==> src/rtl/jesd_rx_link_ctrl.sv <==
// jesd_rx_link_ctrl: single-lane JESD204B RX link bring-up (SYNC~/CGS/ILAS/DATA) for the ECP5 DCU.
// Define JESD_RX_ERR_CNT_EN to add the saturating error-octet statistics counter (err_count / err_count_clr).

module jesd_rx_oct_match #(
   parameter logic [7:0] CHAR = 8'hBC
) (
   input  logic [7:0] oct,
   input  logic       k,
   output logic       hit
);
   assign hit = k && (oct == CHAR);
endmodule

module jesd_rx_link_ctrl #(
   parameter int CGS_K_COUNT      = 4,
   parameter int ILAS_MULTIFRAMES = 4,
   parameter int ILAS_TIMEOUT     = 4096,
   parameter int ERR_THRESH       = 4
) (
   input  logic        link_clk,
   input  logic        link_resetn,
   input  logic        serdes_ready,
   input  logic        resync_req,
   input  logic [15:0] rxd,
   input  logic [1:0]  rx_k,
   input  logic [1:0]  rx_disp_err,
   input  logic [1:0]  rx_cv_err,
`ifdef JESD_RX_ERR_CNT_EN
   input  logic        err_count_clr,
   output logic [15:0] err_count,
`endif
   output logic        dsync_n,
   output logic        phy_en_char_align,
   output logic [15:0] data_out,
   output logic        data_valid,
   output logic [1:0]  link_state,
   output logic        byte_offset
);
   localparam int NUM_OCT = 2;
   localparam int CGS_W   = $clog2(CGS_K_COUNT + 1);
   localparam int A_W     = $clog2(ILAS_MULTIFRAMES + 1);
   localparam int TMR_W   = $clog2(ILAS_TIMEOUT + 1);
   localparam int ERR_W   = $clog2(ERR_THRESH + 1);

   typedef enum logic [1:0] {
      ST_WAIT_PHY = 2'd0,
      ST_CGS      = 2'd1,
      ST_ILAS     = 2'd2,
      ST_DATA     = 2'd3
   } state_t;

   typedef struct packed {
      logic [NUM_OCT-1:0][7:0] d;
      logic [NUM_OCT-1:0]      k;
      logic [NUM_OCT-1:0]      err;
   } word_t;

   state_t             state, nxt;
   word_t              raw, prev, aln;
   logic [NUM_OCT-1:0] raw_is_k, raw_is_r, aln_is_a;
   logic [CGS_W-1:0]   cgs_cnt;
   logic [A_W-1:0]     a_cnt;
   logic [TMR_W-1:0]   ilas_tmr;
   logic [ERR_W-1:0]   err_cnt;
   logic               r_seen;
   logic               cgs_ok, cgs_done, a_hit, ilas_done, ilas_tmo;
   logic               data_err, err_hit, enter_cgs;

   assign raw = {rxd, rx_k, rx_disp_err | rx_cv_err};

   always_ff @(posedge link_clk or negedge link_resetn) begin
      if (!link_resetn) prev <= '0;
      else              prev <= raw;
   end

   // Offset 1 splices the current low octet above the previous high octet.
   always_comb begin
      aln = prev;
      if (byte_offset)
         aln = {raw.d[0], prev.d[1], raw.k[0], prev.k[1], raw.err[0], prev.err[1]};
   end

   for (genvar g = 0; g < NUM_OCT; g++) begin : g_oct
      jesd_rx_oct_match #(.CHAR(8'hBC)) u_raw_k (.oct(raw.d[g]), .k(raw.k[g]), .hit(raw_is_k[g]));
      jesd_rx_oct_match #(.CHAR(8'h1C)) u_raw_r (.oct(raw.d[g]), .k(raw.k[g]), .hit(raw_is_r[g]));
      jesd_rx_oct_match #(.CHAR(8'h7C)) u_aln_a (.oct(aln.d[g]), .k(aln.k[g]), .hit(aln_is_a[g]));
   end

   assign cgs_ok    = &(raw_is_k & ~raw.err);
   assign cgs_done  = cgs_ok && (cgs_cnt == CGS_W'(CGS_K_COUNT - 1));
   assign a_hit     = r_seen && (|aln_is_a);
   assign ilas_done = a_hit && (a_cnt == A_W'(ILAS_MULTIFRAMES - 1));
   assign ilas_tmo  = (ilas_tmr == TMR_W'(ILAS_TIMEOUT - 1));
   assign data_err  = |aln.err;
   assign err_hit   = data_err && (err_cnt == ERR_W'(ERR_THRESH - 1));

   always_comb begin
      nxt = state;
      case (state)
         ST_WAIT_PHY: if (serdes_ready) nxt = ST_CGS;
         ST_CGS:      if (cgs_done) nxt = ST_ILAS;
         ST_ILAS:     if (ilas_done) nxt = ST_DATA;
                      else if (ilas_tmo) nxt = ST_CGS;
         ST_DATA:     if (err_hit) nxt = ST_CGS;
         default:     nxt = ST_WAIT_PHY;
      endcase
      if (resync_req && (state != ST_WAIT_PHY)) nxt = ST_CGS;
      if (!serdes_ready) nxt = ST_WAIT_PHY;
   end

   // A resync while already in CGS counts as a fresh entry.
   assign enter_cgs = (nxt == ST_CGS) && ((state != ST_CGS) || resync_req);

   always_ff @(posedge link_clk or negedge link_resetn) begin
      if (!link_resetn) begin
         state             <= ST_WAIT_PHY;
         dsync_n           <= 1'b0;
         phy_en_char_align <= 1'b0;
         data_out          <= '0;
         data_valid        <= 1'b0;
         byte_offset       <= 1'b0;
         r_seen            <= 1'b0;
         cgs_cnt           <= '0;
         a_cnt             <= '0;
         ilas_tmr          <= '0;
         err_cnt           <= '0;
      end else begin
         state             <= nxt;
         dsync_n           <= (nxt == ST_ILAS) || (nxt == ST_DATA);
         phy_en_char_align <= (nxt == ST_CGS);
         data_valid        <= (state == ST_DATA) && (nxt == ST_DATA);
         if (state == ST_DATA) data_out <= aln.d;
         if (enter_cgs) begin
            byte_offset <= 1'b0;
            r_seen      <= 1'b0;
            cgs_cnt     <= '0;
            a_cnt       <= '0;
            ilas_tmr    <= '0;
            err_cnt     <= '0;
         end else begin
            case (state)
               ST_CGS: cgs_cnt <= cgs_ok ? cgs_cnt + 1'b1 : '0;
               ST_ILAS: begin
                  ilas_tmr <= ilas_tmr + 1'b1;
                  // Low octet wins when /R/ shows up in both.
                  if (!r_seen && (|raw_is_r)) begin
                     r_seen      <= 1'b1;
                     byte_offset <= ~raw_is_r[0];
                  end
                  if (a_hit) a_cnt <= a_cnt + 1'b1;
               end
               ST_DATA: if (data_err) err_cnt <= err_cnt + 1'b1;
               default: ;
            endcase
            if ((nxt == ST_DATA) && (state != ST_DATA)) err_cnt <= '0;
         end
      end
   end

   assign link_state = state;

`ifdef JESD_RX_ERR_CNT_EN
   logic [16:0] err_sum;

   assign err_sum = {1'b0, err_count} + 17'(aln.err[0]) + 17'(aln.err[1]);

   always_ff @(posedge link_clk or negedge link_resetn) begin
      if (!link_resetn)
         err_count <= '0;
      else if (err_count_clr)
         err_count <= '0;
      else if (state != ST_WAIT_PHY)
         err_count <= err_sum[16] ? 16'hFFFF : err_sum[15:0];
   end
`endif

endmodule
==> config.mk <==
export PLATFORM = sky130hd
export DESIGN_NAME = jesd_rx_link_ctrl
export DESIGN_NICKNAME = d
export VERILOG_FILES = /design/src/rtl/jesd_rx_link_ctrl.sv
export SDC_FILE = /design/constraint.sdc
export NUM_CORES = 1
export LEC_CHECK = 0
export ABC_AREA = 1
export ABC_CLOCK_PERIOD_IN_PS = 2200
export BUFFER_PORTS_ARGS = -buffer_cell sky130_fd_sc_hd__buf_4
export CAP_MARGIN = 5
export CELL_PAD_IN_SITES_DETAIL_PLACEMENT = 1
export CELL_PAD_IN_SITES_GLOBAL_PLACEMENT = 1
export CORE_MARGIN = 1
export CORE_UTILIZATION = 42
export DETAILED_ROUTE_END_ITERATION = 6
export GPL_TIMING_DRIVEN = 0
export PLACE_DENSITY_LB_ADDON = 0.1
export SYNTH_ARGS = -nofsm -noshare
export SYNTH_HDL_FRONTEND = slang
export SYNTH_SLANG_ARGS = --single-unit
export TNS_END_PERCENT = 50
==> constraint.sdc <==
create_clock -name link_clk -period 2.2 [get_ports link_clk]
set_input_delay 0.66 -clock link_clk [delete_from_list [all_inputs] [get_ports link_clk]]
set_output_delay 0.66 -clock link_clk [all_outputs]
set_load 0.02 [all_outputs]
# Word level (Yosys, flattened, before mapping)
# Cells that the tools add are included.
[word_totals]
out_inout_bits = 22
register_bits = 65
inputBits = 26
[op_classes]
reduce_logical = 33
n_eq_ne = 18
bitwise_logic = 4
muxes = 26
addsub = 4
[ops]
columns = ["op", "count"]
rows = [
  ["$mux 3", 10],
  ["$mux 13", 2],
  ["$mux 20", 1],
  ["$eq 8x5->1 const B", 2],
  ["$eq 8x7->1 const B", 2],
  ["$eq 8x8->1 const B", 2],
  ["$logic_and 1x1->1", 15],
  ["$add 13x1->13 const B", 1],
  ["$eq 13x12->1 const B", 1],
  ["$mux 2", 6],
  ["$reduce_bool 2->1", 5],
  ["$add 3x1->3 const B", 3],
  ["$eq 3x2->1 const B", 3],
  ["$eq 2x2->1 const B", 4],
  ["$pmux 2 s4", 1],
  ["$reduce_and 2->1", 4],
  ["$mux 1", 6],
  ["$reduce_bool 3->1", 2],
  ["$reduce_or 2->1", 3],
  ["$eq 2x1->1 const B", 2],
  ["$and 2x2->2", 1],
  ["$logic_not 2->1", 1],
  ["$logic_or 1x1->1", 2],
  ["$ne 2x1->1 const B", 1],
  ["5 further kinds", 5],
]

# Longest topological paths before layout
[depth]
ltp_word = 15
ltp_mapped = 16
depth_no_buf = 14

# Cells and area by module
# From an unflattened synthesis, not the netlist that was laid out.
[hier_totals]
hier_cells = 389
area_unflattened_um2 = 3180.6
[by_module_without_submodules]
columns = ["module", "cells_each", "n_inst", "area_each_um2"]
rows = [
  ["jesd_rx_link_ctrl", 343, 1, 2982.9],
  ["jesd_rx_oct_match at g_oct[0].u_aln_a ...", 8, 4, 35.0],
  ["jesd_rx_oct_match at g_oct[0].u_raw_r ...", 7, 2, 28.8],
]

# Worst setup path before layout
# No wires, ideal clock.
[synth_path]
path_type = "input to register"
from = "in rx_cv_err[1]"
to = "reg ilas_tmr[7]"
arrival_time_ns = 1.993
path_buffers = 1
setup_ns = 0.062
stages = 9
slack_ns = 0.145
required_time_ns = 2.138
cell_sequence = "or2_2 > nor3b_1 > nand3_1 > a21oi_1 > a21oi_4 > nand3_2 > buf_6 > nand3_1 > inv_2"
[synth_between]
elab_chain_cells = 12
elab_cells_between_ends = 13
classes_between = "eq/ne: 1; mux: 5; bitwise: 3; reduce/logical: 4"
[synth_rtl]
columns = ["element", "line", "rtl"]
rows = [
  ["start, declared", "27", "input logic [1:0] rx_cv_err,"],
  ["$or 2x2->2 *", "69", "assign raw = {rxd, rx_k, rx_disp_err | rx_cv_err};"],
  ["$not 2->2 *", "89", "assign cgs_ok = &(raw_is_k & ~raw.err);"],
  ["$and 2x2->2 *", "89", ""],
  ["$reduce_and 2->1 *", "89", ""],
  ["$logic_and 1x1->1 *", "90", "assign cgs_done = cgs_ok && (cgs_cnt == CGS_W'(CGS_K_COUNT - 1));"],
  ["$mux 2 *", "101", "ST_CGS: if (cgs_done) nxt = ST_ILAS;"],
  ["$pmux 2 s4 *", "99", "case (state)"],
  ["$mux 2 *", "107", "if (resync_req && (state != ST_WAIT_PHY)) nxt = ST_CGS;"],
  ["$mux 2 *", "108", "if (!serdes_ready) nxt = ST_WAIT_PHY;"],
  ["named net nxt[0]", "58", "state_t state, nxt;"],
  ["$eq 2x1->1 *", "112", "assign enter_cgs = (nxt == ST_CGS) && ((state != ST_CGS) || resync_req);"],
  ["$logic_and 1x1->1 *", "112", ""],
  ["$mux 13 / $reduce_bool 2->1 (equally long branches)", "n/a", ""],
  ["end signal, assigned", "144", "ilas_tmr <= ilas_tmr + 1'b1;"],
  ["end, declared", "63", "logic [TMR_W-1:0] ilas_tmr;"],
]
# Mark *: on every way through the listed nets, which the timed path passes. The rest lies on a longest branch.
# A chain may end at the register's enable or synchronous reset.

# Final worst setup path
[layout_path]
from = "reg byte_offset"
to = "reg a_cnt[1]"
[layout_between]
elab_chain_cells = 14
elab_cells_between_ends = 21
classes_between = "eq/ne: 3; mux: 7; reduce/logical: 11"
[layout_rtl]
columns = ["element", "line", "rtl"]
rows = [
  ["start, declared", "37", "output logic byte_offset"],
  ["start signal, assigned", "148", "byte_offset <= ~raw_is_r[0];"],
  ["$mux 20 *", "79", "if (byte_offset)"],
  ["$eq 8x7->1", "11", "assign hit = k && (oct == CHAR);"],
  ["$logic_and 1x1->1", "11", ""],
  ["$reduce_or 2->1", "91", "assign a_hit = r_seen && (|aln_is_a);"],
  ["$logic_and 1x1->1", "91", ""],
  ["$logic_and 1x1->1", "92", "assign ilas_done = a_hit && (a_cnt == A_W'(ILAS_MULTIFRAMES - 1));"],
  ["$mux 2", "102", "ST_ILAS: if (ilas_done) nxt = ST_DATA;"],
  ["$pmux 2 s4 *", "99", ""],
  ["$mux 2 *", "107", ""],
  ["$mux 2 *", "108", ""],
  ["named net nxt[0]", "58", ""],
  ["$eq 2x1->1 *", "112", ""],
  ["$logic_and 1x1->1 *", "112", ""],
  ["$reduce_bool 2->1 (no line)", "n/a", ""],
  ["$reduce_and 2->1 (no line)", "n/a", ""],
  ["end signal, assigned", "150", "if (a_hit) a_cnt <= a_cnt + 1'b1;"],
  ["end, declared", "62", "logic [A_W-1:0] a_cnt;"],
]
# Marks and branches as above.

==> results.md <==
- Synth Register Bits: between 60 and 70
- Cts bufs inserted: 9
- CP startpoint kind: flip-flop
- GR Layer Usage met2: between 40% and 50%
- Prevailing post-synth register cell: dfrtp_1
- Leakage: between 2 and 2.5 nW
- Dpl hpwl: between 5000 and 6000 um
- H-Tree Depth: 3
- Final hold viol count: 0
- Clock Sinks: between 60 and 70
- First-pass DRT Iterations: 4
- Critical path's top delay family: simple AND/OR/NAND/NOR gates
- Ranking of synthesized cells by area: dfrtp_1, nand2_1, inv_1
- Clk root buf: clkbuf_8
- Most used cell, CP: nand2_2
- Post-synthesis sequential area ratio: 52.53%
- Largest net degree at the start of global routing: 66
- Rows: 30
- Buffers plus inverters on the worst setup path: 5
- Final Critical Period: roughly 2.3 ns
- Worst min-delay path class: in -> async
- Final instance area: 4121 sq um
- Initial Util: approximately 45%
- Final ANT Viol Nets: 0
- IO Count: 48
- RSZ-0062 raised after global routing: true
- Gr usage total: around 23%
- Max clock buf depth: 2
- CTS clk-pin slew, worst paths: roughly 0.07 ns
- Slowest CP cell: dfrtp_1
- Crit path cell chain: buf_6 > inv_8 > buf_8 > nand2_2 > nand2_2 > nand2_2 > nor2_2 > nand3_2 > nand2_2 > nand4_1 > a21oi_4 > nand3_4 > buf_4 > nand2_1 > inv_1
- FFs w/ async S/R, synth: 100.0%
- Mapped cell area: approximately 3100 sq um
- Worst EP required: 2.44 ns
- Area Growth Syn to Fin: 33.09%
- Number of buffers added on ports: 47
- Final Util: 59.35%
- Die width: 87.87 um
- Overflow left after global routing: 0
- Failing checks: negative setup slack
- Reg2Reg Setup Slack: -0.06 ns
- Fin. max-slew vios: 0
- Commonest non-fill, non-tap cell in the layout: nand2_1
- Fmax: between 0.4 and 0.5 GHz
- Met3 Resource Use GR: under 10%
- VDD IR max: 0.3108 mV
- RePlAce Congestion: 0.7964
- Hold buffers post-CTS: 0
- Mapped Cells: 375
- Ant diodes: 0
- Die ar.: roughly 7700 sq um
- Most frequent cells in the layout: nand2_1, dfrtp_1, buf_4, inv_1, nor2_1
- Final setup fails: 25
- Avg Cell Area, Syn: between 8 and 9 sq um
- Die height: 87.87 um
- Clock Latency Late Sink: between 0.3 and 0.4 ns
- Setup slack at placement: -0.2704 ns
- Vias per cell: roughly 4.9
- CORE AREA: between 6000 and 7000 sq um
- Layout Nets: between 400 and 500
- Worst EP arrival: about 2.5 ns
- Share of cells above drive strength 1: 29.45%
- Initial antenna violation count: 0
- Largest stage delay, worst path: between 0.3 and 0.4 ns
- Setup CP Type: reg -> reg
- CTS tree: done
- P per Cell Area: 606.4 nW/um^2
- Status: complete, but fails checks
- Max cap viols: 0
- Avg WL per Cell: 16.12 um
- Worst Path Max Fanout: 7
- Total Wirelength: approximately 8900 um
- Vias in the first global route: between 2000 and 3000
- Distinct cells, synth: 31
- Largest area contributor in the netlist: dfrtp_1
- Pwr Total: 2.499 mW
- Layer with the highest usage: met2
- Slew @ Worst Pin: about 0.83 ns
- Setup crit end kind: flip-flop
- Dpl cell area: roughly 3600 sq um
- Met1 global-route usage: 27.87%
- Yosys warnings: 0
- Period utilisation layout: 102.8%
- Via count: ~2700
- Clock Skew: between 0.005 and 0.006 ns
- DRC viols: 0
- Rel. slew slack: between 40 and 50%
- Area share of the largest cell type after synthesis: between 50% and 60%
- Mapped Nets: slightly above 400
- Initial DRC count: 90
- Global-route wire length before repair: 13150 um
- Setup WS post-layout: -0.06094 ns
- Number of flops mapped to enable cells by yosys: 0
==> cell usage after synthesis, types with 3 or more instances <==
cell type / count
a21oi_1: 4
buf_6: 6
o21ai_0: 17
nand3_1: 21
nor2_1: 39
inv_1: 59
nand2_1: 114
dfrtp_1: 65
a31oi_1: 6
nand4_1: 5
ha_1: 7
clkbuf_1: 3
xor2_1: 5
==> area by class of cell <==
type / count / area [sq um]
buffer: 9 / 86.33
clock buffer: 12 / 155.1
clock inverter: 3 / 40.04
fill: 841 / 2823
inverter: 61 / 236.5
multi-input combinational: 240 / 1328
sequential: 65 / 1627
tap: 96 / 120.1
timing repair buffer: 65 / 529.3
==> metrics by stage <==
step	setup TNS [ns]	hold slack, ns	instances
after floorplan	0	0.3644	375
after global placement	-5.023	0.4651	518
after detailed placement	-5.495	0.4738	518
after CTS	-0.009745	0.4256	542
after global routing	-3.665	0.4349	551
final	-0.9336	0.4236	551
==> power breakdown <==
group | switching (mW) | leakage, nW | internal (mW)
registers | 0.0164 | 0.814 | 1.22
logic | 0.132 | 1.30 | 0.0937
clock network | 0.457 | 0.102 | 0.576
total | 0.605 | 2.21 | 1.89
==> cell families after synthesis <==
| group | synth area share, % |
|---|---|
| flops | 52.53 |
| buf+inv | 10.10 |
| compound gates | 6.223 |
| mux | 1.050 |
| fa+ha+maj | 2.828 |
| simple gates | 25.58 |
| xor+xnor | 1.697 |
==> final timing paths <==
kind	from	cells after the start	to
max	byte_offset	15	a_cnt[1]
min	link_resetn	1	data_out[9]
max reg2reg	byte_offset	15	a_cnt[1]
min reg2reg	data_out[2]	2	data_out[2]
max in group asynchronous	link_resetn	1	prev[15]
min in group link_clk	rxd[8]	1	prev[12]
==> sequential cells by signal, summed over array words and instances (netlist names) <==
register / cells
byte_offset: 1
ilas_tmr: 13
a_cnt: 3
prev: 20
data_out: 16
err_cnt: 3
phy_en_char_align: 1
r_seen: 1
dsync_n: 1
link_state: 2
cgs_cnt: 3
data_valid: 1
==> worst reg2reg max path: cells and delay by family (launching register included) <==
family | cells | cell delay, ns
AOI/OAI and AO/OA | 1 | 0.19
DFF | 1 | 0.39
buffers and inverters | 5 | 0.63
and+or+nand+nor | 9 | 0.96
==> repair_timing <==
action / CTS / global route
pin swaps: 3 / 11
endpoints found under the setup margin: 24 / 26
resized for setup: 10 / 46
endpoints found under the hold margin: 0 / 0
gates cloned: 1 / 2
buffers inserted: 8 / 7
==> routing by layer <==
layer,up-vias,part of all wire [%]
li1,1310,-
met1,1334,42
met2,52,54
met3,14,2.9
met4,0,1.7
met5,-,0
Power figures use the tool's default switching activity.
